$ cat src/rtl/if_id_ctrl_pkg.sv
// Shared types and constants for the IF/ID front-end flow controller.
package if_id_ctrl_pkg;

  localparam int unsigned PC_W_DEF = 32;
  localparam int unsigned PERF_W   = 32;

  typedef enum logic [1:0] {
    ST_RUN   = 2'd0,
    ST_DRAIN = 2'd1,
    ST_REDIR = 2'd2
  } state_e;

endpackage

$ cat src/rtl/if_id_ostd_cnt.sv
// Saturating up/down counter of in-flight fetches with registered full/zero flags.
module if_id_ostd_cnt #(
  parameter int unsigned MAX = 2,
  parameter int unsigned W   = $clog2(MAX + 1)
) (
  input  logic         clk,
  input  logic         rst_n,
  input  logic         inc,
  input  logic         dec,
  output logic [W-1:0] cnt_nxt_c,
  output logic         full,
  output logic         zero
);

  logic [W-1:0] cnt;

  // Simultaneous inc/dec cancels; the guards keep the count inside [0, MAX].
  always_comb begin
    cnt_nxt_c = cnt;
    if (inc && !dec && !full) begin
      cnt_nxt_c = cnt + W'(1);
    end else if (dec && !inc && !zero) begin
      cnt_nxt_c = cnt - W'(1);
    end
  end

  always_ff @(posedge clk or negedge rst_n) begin
    if (!rst_n) begin
      cnt  <= '0;
      full <= 1'b0;
      zero <= 1'b1;
    end else begin
      cnt  <= cnt_nxt_c;
      full <= (cnt_nxt_c == W'(MAX));
      zero <= (cnt_nxt_c == '0);
    end
  end

endmodule

$ cat src/rtl/if_id_ctrl.sv
// IFU -> IF/ID flow controller: fetch tracking, redirect squash/drain, new-PC handoff.
// Optional perf counters are built when IF_ID_CTRL_PERF_EN is defined.
module if_id_ctrl
  import if_id_ctrl_pkg::*;
#(
  parameter int unsigned PC_W     = PC_W_DEF,
  parameter int unsigned MAX_OSTD = 2
) (
  input  logic              clk_i,
  input  logic              rst_i,
  output logic              f_req_en_o,
  input  logic              f_req_fire_i,
  input  logic              f_valid_i,
  output logic              f_ready_o,
  output logic              p_valid_o,
  input  logic              p_ready_i,
  input  logic              redir_valid_i,
  input  logic [PC_W-1:0]   redir_pc_i,
  output logic              flush_o,
  output logic              redir_valid_o,
  output logic [PC_W-1:0]   redir_pc_o,
  output logic [PERF_W-1:0] perf_flush_o,
  output logic [PERF_W-1:0] perf_drain_o
);

  localparam int unsigned OSTD_W = $clog2(MAX_OSTD + 1);

  state_e            state;
  state_e            state_nxt;
  logic [OSTD_W-1:0] cnt_nxt;
  logic              cnt_full;
  logic              cnt_zero;
  logic              acc;
  logic              handoff;
  logic [PC_W-1:0]   pc_lat;

  if_id_ostd_cnt #(
    .MAX (MAX_OSTD),
    .W   (OSTD_W)
  ) u_ostd_cnt (
    .clk       (clk_i),
    .rst_n     (rst_i),
    .inc       (f_req_fire_i),
    .dec       (acc),
    .cnt_nxt_c (cnt_nxt),
    .full      (cnt_full),
    .zero      (cnt_zero)
  );

  assign f_req_en_o = (state == ST_RUN) & ~redir_valid_i & ~cnt_full;
  assign acc        = f_valid_i & f_ready_o;

  // Handshake mux: pass-through only in RUN without a redirect, otherwise discard.
  always_comb begin
    f_ready_o = 1'b1;
    p_valid_o = 1'b0;
    if (!redir_valid_i && (state == ST_RUN)) begin
      f_ready_o = p_ready_i;
      p_valid_o = f_valid_i;
    end
  end

  // Next state; a redirect in any state restarts the squash sequence.
  always_comb begin
    state_nxt = state;
    handoff   = 1'b0;
    if (redir_valid_i) begin
      state_nxt = (cnt_nxt != '0) ? ST_DRAIN : ST_REDIR;
    end else begin
      case (state)
        ST_RUN:   state_nxt = ST_RUN;
        ST_DRAIN: if (cnt_nxt == '0) state_nxt = ST_REDIR;
        ST_REDIR: begin
          state_nxt = ST_RUN;
          handoff   = 1'b1;
        end
        default:  state_nxt = ST_RUN;
      endcase
    end
  end

  always_ff @(posedge clk_i or negedge rst_i) begin
    if (!rst_i) begin
      state         <= ST_RUN;
      pc_lat        <= '0;
      flush_o       <= 1'b0;
      redir_valid_o <= 1'b0;
      redir_pc_o    <= '0;
    end else begin
      state         <= state_nxt;
      flush_o       <= redir_valid_i;
      redir_valid_o <= handoff;
      if (redir_valid_i) pc_lat <= redir_pc_i;
      if (handoff) redir_pc_o <= pc_lat;
    end
  end

`ifdef IF_ID_CTRL_PERF_EN
  logic [PERF_W-1:0] perf_flush_q;
  logic [PERF_W-1:0] perf_drain_q;

  // Free-running wrap-around event counters.
  always_ff @(posedge clk_i or negedge rst_i) begin
    if (!rst_i) begin
      perf_flush_q <= '0;
      perf_drain_q <= '0;
    end else begin
      if (redir_valid_i) perf_flush_q <= perf_flush_q + PERF_W'(1);
      if (state == ST_DRAIN) perf_drain_q <= perf_drain_q + PERF_W'(1);
    end
  end

  assign perf_flush_o = perf_flush_q;
  assign perf_drain_o = perf_drain_q;
`else
  assign perf_flush_o = '0;
  assign perf_drain_o = '0;
`endif

`ifndef SYNTHESIS
  a_no_rsp_at_zero: assert property (@(posedge clk_i) disable iff (!rst_i)
    !(f_valid_i && cnt_zero));
  a_fire_legal: assert property (@(posedge clk_i) disable iff (!rst_i)
    f_req_fire_i |-> f_req_en_o);
`endif

endmodule

$ cat config.mk
export PLATFORM = sky130hd
export DESIGN_NAME = if_id_ctrl
export DESIGN_NICKNAME = d
export VERILOG_FILES = /design/src/rtl/if_id_ctrl_pkg.sv /design/src/rtl/if_id_ostd_cnt.sv /design/src/rtl/if_id_ctrl.sv
export SDC_FILE = /design/constraint.sdc
export NUM_CORES = 1
export LEC_CHECK = 0
export CAP_MARGIN = 20
export CORE_UTILIZATION = 46
export CTS_CLUSTER_SIZE = 25
export DETAILED_ROUTE_END_ITERATION = 8
export GPL_TIMING_DRIVEN = 0
export HOLD_SLACK_MARGIN = 0.02
export PLACE_DENSITY_LB_ADDON = 0.15
export SKIP_LAST_GASP = 1
export SLEW_MARGIN = 20
export SYNTH_ARGS = -nofsm -noshare
export SYNTH_HDL_FRONTEND = slang
export SYNTH_HIERARCHICAL = 1
export SYNTH_SLANG_ARGS = --single-unit
export TNS_END_PERCENT = 20
$ cat constraint.sdc
create_clock -name clk_i -period 5.85 [get_ports clk_i]
set_input_delay 1.17 -clock clk_i [delete_from_list [all_inputs] [get_ports clk_i]]
set_output_delay 1.17 -clock clk_i [all_outputs]
set_load 0.01 [all_outputs]
==> flow_summary.toml <==
[critical_path]
criticalPathCategory = "input pin to primary output"
critPathMaxFanout = 10
r2r_slack_ps = 3780
worstSetupStartpointType = "input pin"
crit_path_start = "redir_valid_i"
worst-r2r-cell-count = 7
end_kind = "primary output"
arrival_ps = 2960
rr_startpoint = "state[0]$_DFFE_PN0P_"
r2r_end = "state[1]$_DFFE_PN0P_"
required_ps = 4680

[routing]
drc = 0
drt_pass1_iterations = 3
wirelength_um = 5537
via_per_inst = 4.069
drt_iter0_drc = 42
antenna_left = 0
vias = 1953
avgRoutedWirePerCell_um = 11.54

[yosys]
synth_top_area_share_pct = 54.53
netlist_instances = 230
async_reset_ff_share_pct = 100.0
ys_seq_elements = 72
yosysUniqueCellTypes = 22
synth_flop_cell = "dfrtp_1"
syn_area_per_cell_um2 = 14.17
synthTopCellsByArea = "dfrtp_1 55%, mux2_2 22%, buf_4 15%, buf_6 1.4%, dfstp_2 0.81%"
synth_edf_count = 0
syn-cell-area_um2 = 3258
yosysTopAreaCell = "dfrtp_1"
ys_warn_count = 6
synth_seq_area_share_pct = 55.34

[finish]
nets = 417
design_area_um2 = 4573
final_util_pct = 66.94
final_common_cell = "clkdlybuf4s50_1"
drive_gt1_share_pct = 41.67
area.growth.synth_to_final_pct = 40.36
n_antenna_cell = 0
mostFrequentLayoutCells = "73 x clkdlybuf4s50_1, 71 x dfrtp_1, 65 x mux2_2, 65 x buf_4, 64 x conb_1"

[die]
initial_core_util_pct = 47.69
die_w_um = 86.16
design.die.area_um2 = 7424
fp.dieH_um = 86.16
row_count = 30
io_pins = 139
core_area_um2 = 6832

[placed_design]
placed_area_um2 = 4380
place.gp.congestion = 0.6795
port_buffers = 74
dp_hpwl_um = 4044

[global_route]
grt_overflow_total = 0
grt_max_degree = 60
track_usage_pct = 16.19
grt_first_pass_wirelength_um = 9059
antenna_found_initial = 0
first_global_vias = 1939

[clocking]
cts_inserted_buffers = 9
clock_latency_ps = 330
cts_tree = "done"
clk_root_buffer_cell = "clkbuf_8"
cts_setup_buffers = 0
cts_resized = 0
cts.path.max_buffers = 2
cts_hold_buf = 0
cts.sinks = 72
ctsHtreeMaxLevel = 3
clk_pin_slew_ps = 70

[run]
maxCapViolCount = 0

[timing]
rsz0062_at_grt = "false"
setup_violations = 0
fin_skew_ps = 7.046
fmax_mhz = 242.1
slew_violations = 0
hold_violations = 0
fin_setup_tns_ps = 0
fin_crit_sh_pct = 70.60
fin_crit_ps = 4130

[worst_hold_path]
hold_class = "flop to flop"
whs_path_depth = 1
min_to = "redir_pc_o[14]$_DFFE_PN0P_"
min_from = "redir_pc_o[14]$_DFFE_PN0P_"

[status]
run_status = "finished clean"

[power]
power.total_uw = 1722
p_per_area_nw_per_um2 = 376.5
peakVddDrop_v = 0.0001849
p_leak_uw = 0.002162
-- report_power, final --
group,switching [uW],total (uW),internal (uW)
logic,224,621,397
clock network,177,365,188
registers,84.0,736,652
-- per-layer routing --
| layer | up-vias | track usage [%] | wire, um |
|---|---|---|---|
| met1 | 924 | 20.33 | 2324 |
| met2 | 76 | 25.61 | 2752 |
| li1 | 945 | - | - |
| met4 | 0 | 7.576 | 85 |
| met3 | 8 | 5.005 | 375 |
| met5 | - | 0 | 0 |
-- layout make-up --
type | count | area [um2]
repair buffers | 75 | 765.7
fillers | 523 | 2258
plain buffers | 72 | 544.3
flip-flops and latches | 72 | 1803
clock buffers | 12 | 165.2
multi-input cells | 149 | 1147
clock inverters | 4 | 27.53
well taps | 96 | 120.1
-- critical path, cell delays in order --
cell,delay (ps)
clkdlybuf4s50_1,490
buf_6,200
buf_2,200
nor4b_1,320
clkdlybuf4s50_1,590
-- cells by family after synthesis --
kind of cell           after synthesis  synth area share, %
flip-flops                          72                55.34
buffers and inverters               72                16.70
multiplexers                        67                23.12
AND/OR/NAND/NOR                     12                3.149
AO/OA/AOI/OAI                        4                1.037
XOR/XNOR                             2               0.5377
other                                1               0.1151
-- registers in the layout, summed over array words and instances, names as in the netlist --
name	cells
u_ostd_cnt/cnt	2
flush_o	1
u_ostd_cnt/full	1
pc_lat	32
u_ostd_cnt/zero	1
redir_valid_o	1
state	2
redir_pc_o	32
-- Yosys cell counts, types with 2 or more instances --
library cell,instances
xnor2_1,2
nor2b_1,2
a22o_1,2
nor2_1,3
dfrtp_1,71
buf_4,64
mux2_2,65
buf_6,4
nor3b_2,2
buf_2,3
-- worst max path at each step --
| stage | end | cells past startpoint |
|---|---|---|
| 2_1_floorplan | p_valid_o | 3 |
| 3_3_place_gp | redir_pc_o[6]$_DFFE_PN0P_ | 1 |
| 3_5_place_dp | p_valid_o | 5 |
| 4_1_cts | p_valid_o | 5 |
| 5_1_grt | p_valid_o | 5 |
| 6_report | p_valid_o | 5 |
-- per-stage QoR --
step | std cells | setup WS (ps) | hold WS [ps]
6_report | 480 | 1720 | 485.5
5_1_grt | 480 | 1584 | 498.3
4_1_cts | 480 | 1679 | 493.9
3_5_place_dp | 464 | 1705 | 476.0
3_3_place_gp | 463 | 1204 | 465.6
2_1_floorplan | 293 | 2725 | 460.2
Power figures use the tool's default switching activity.
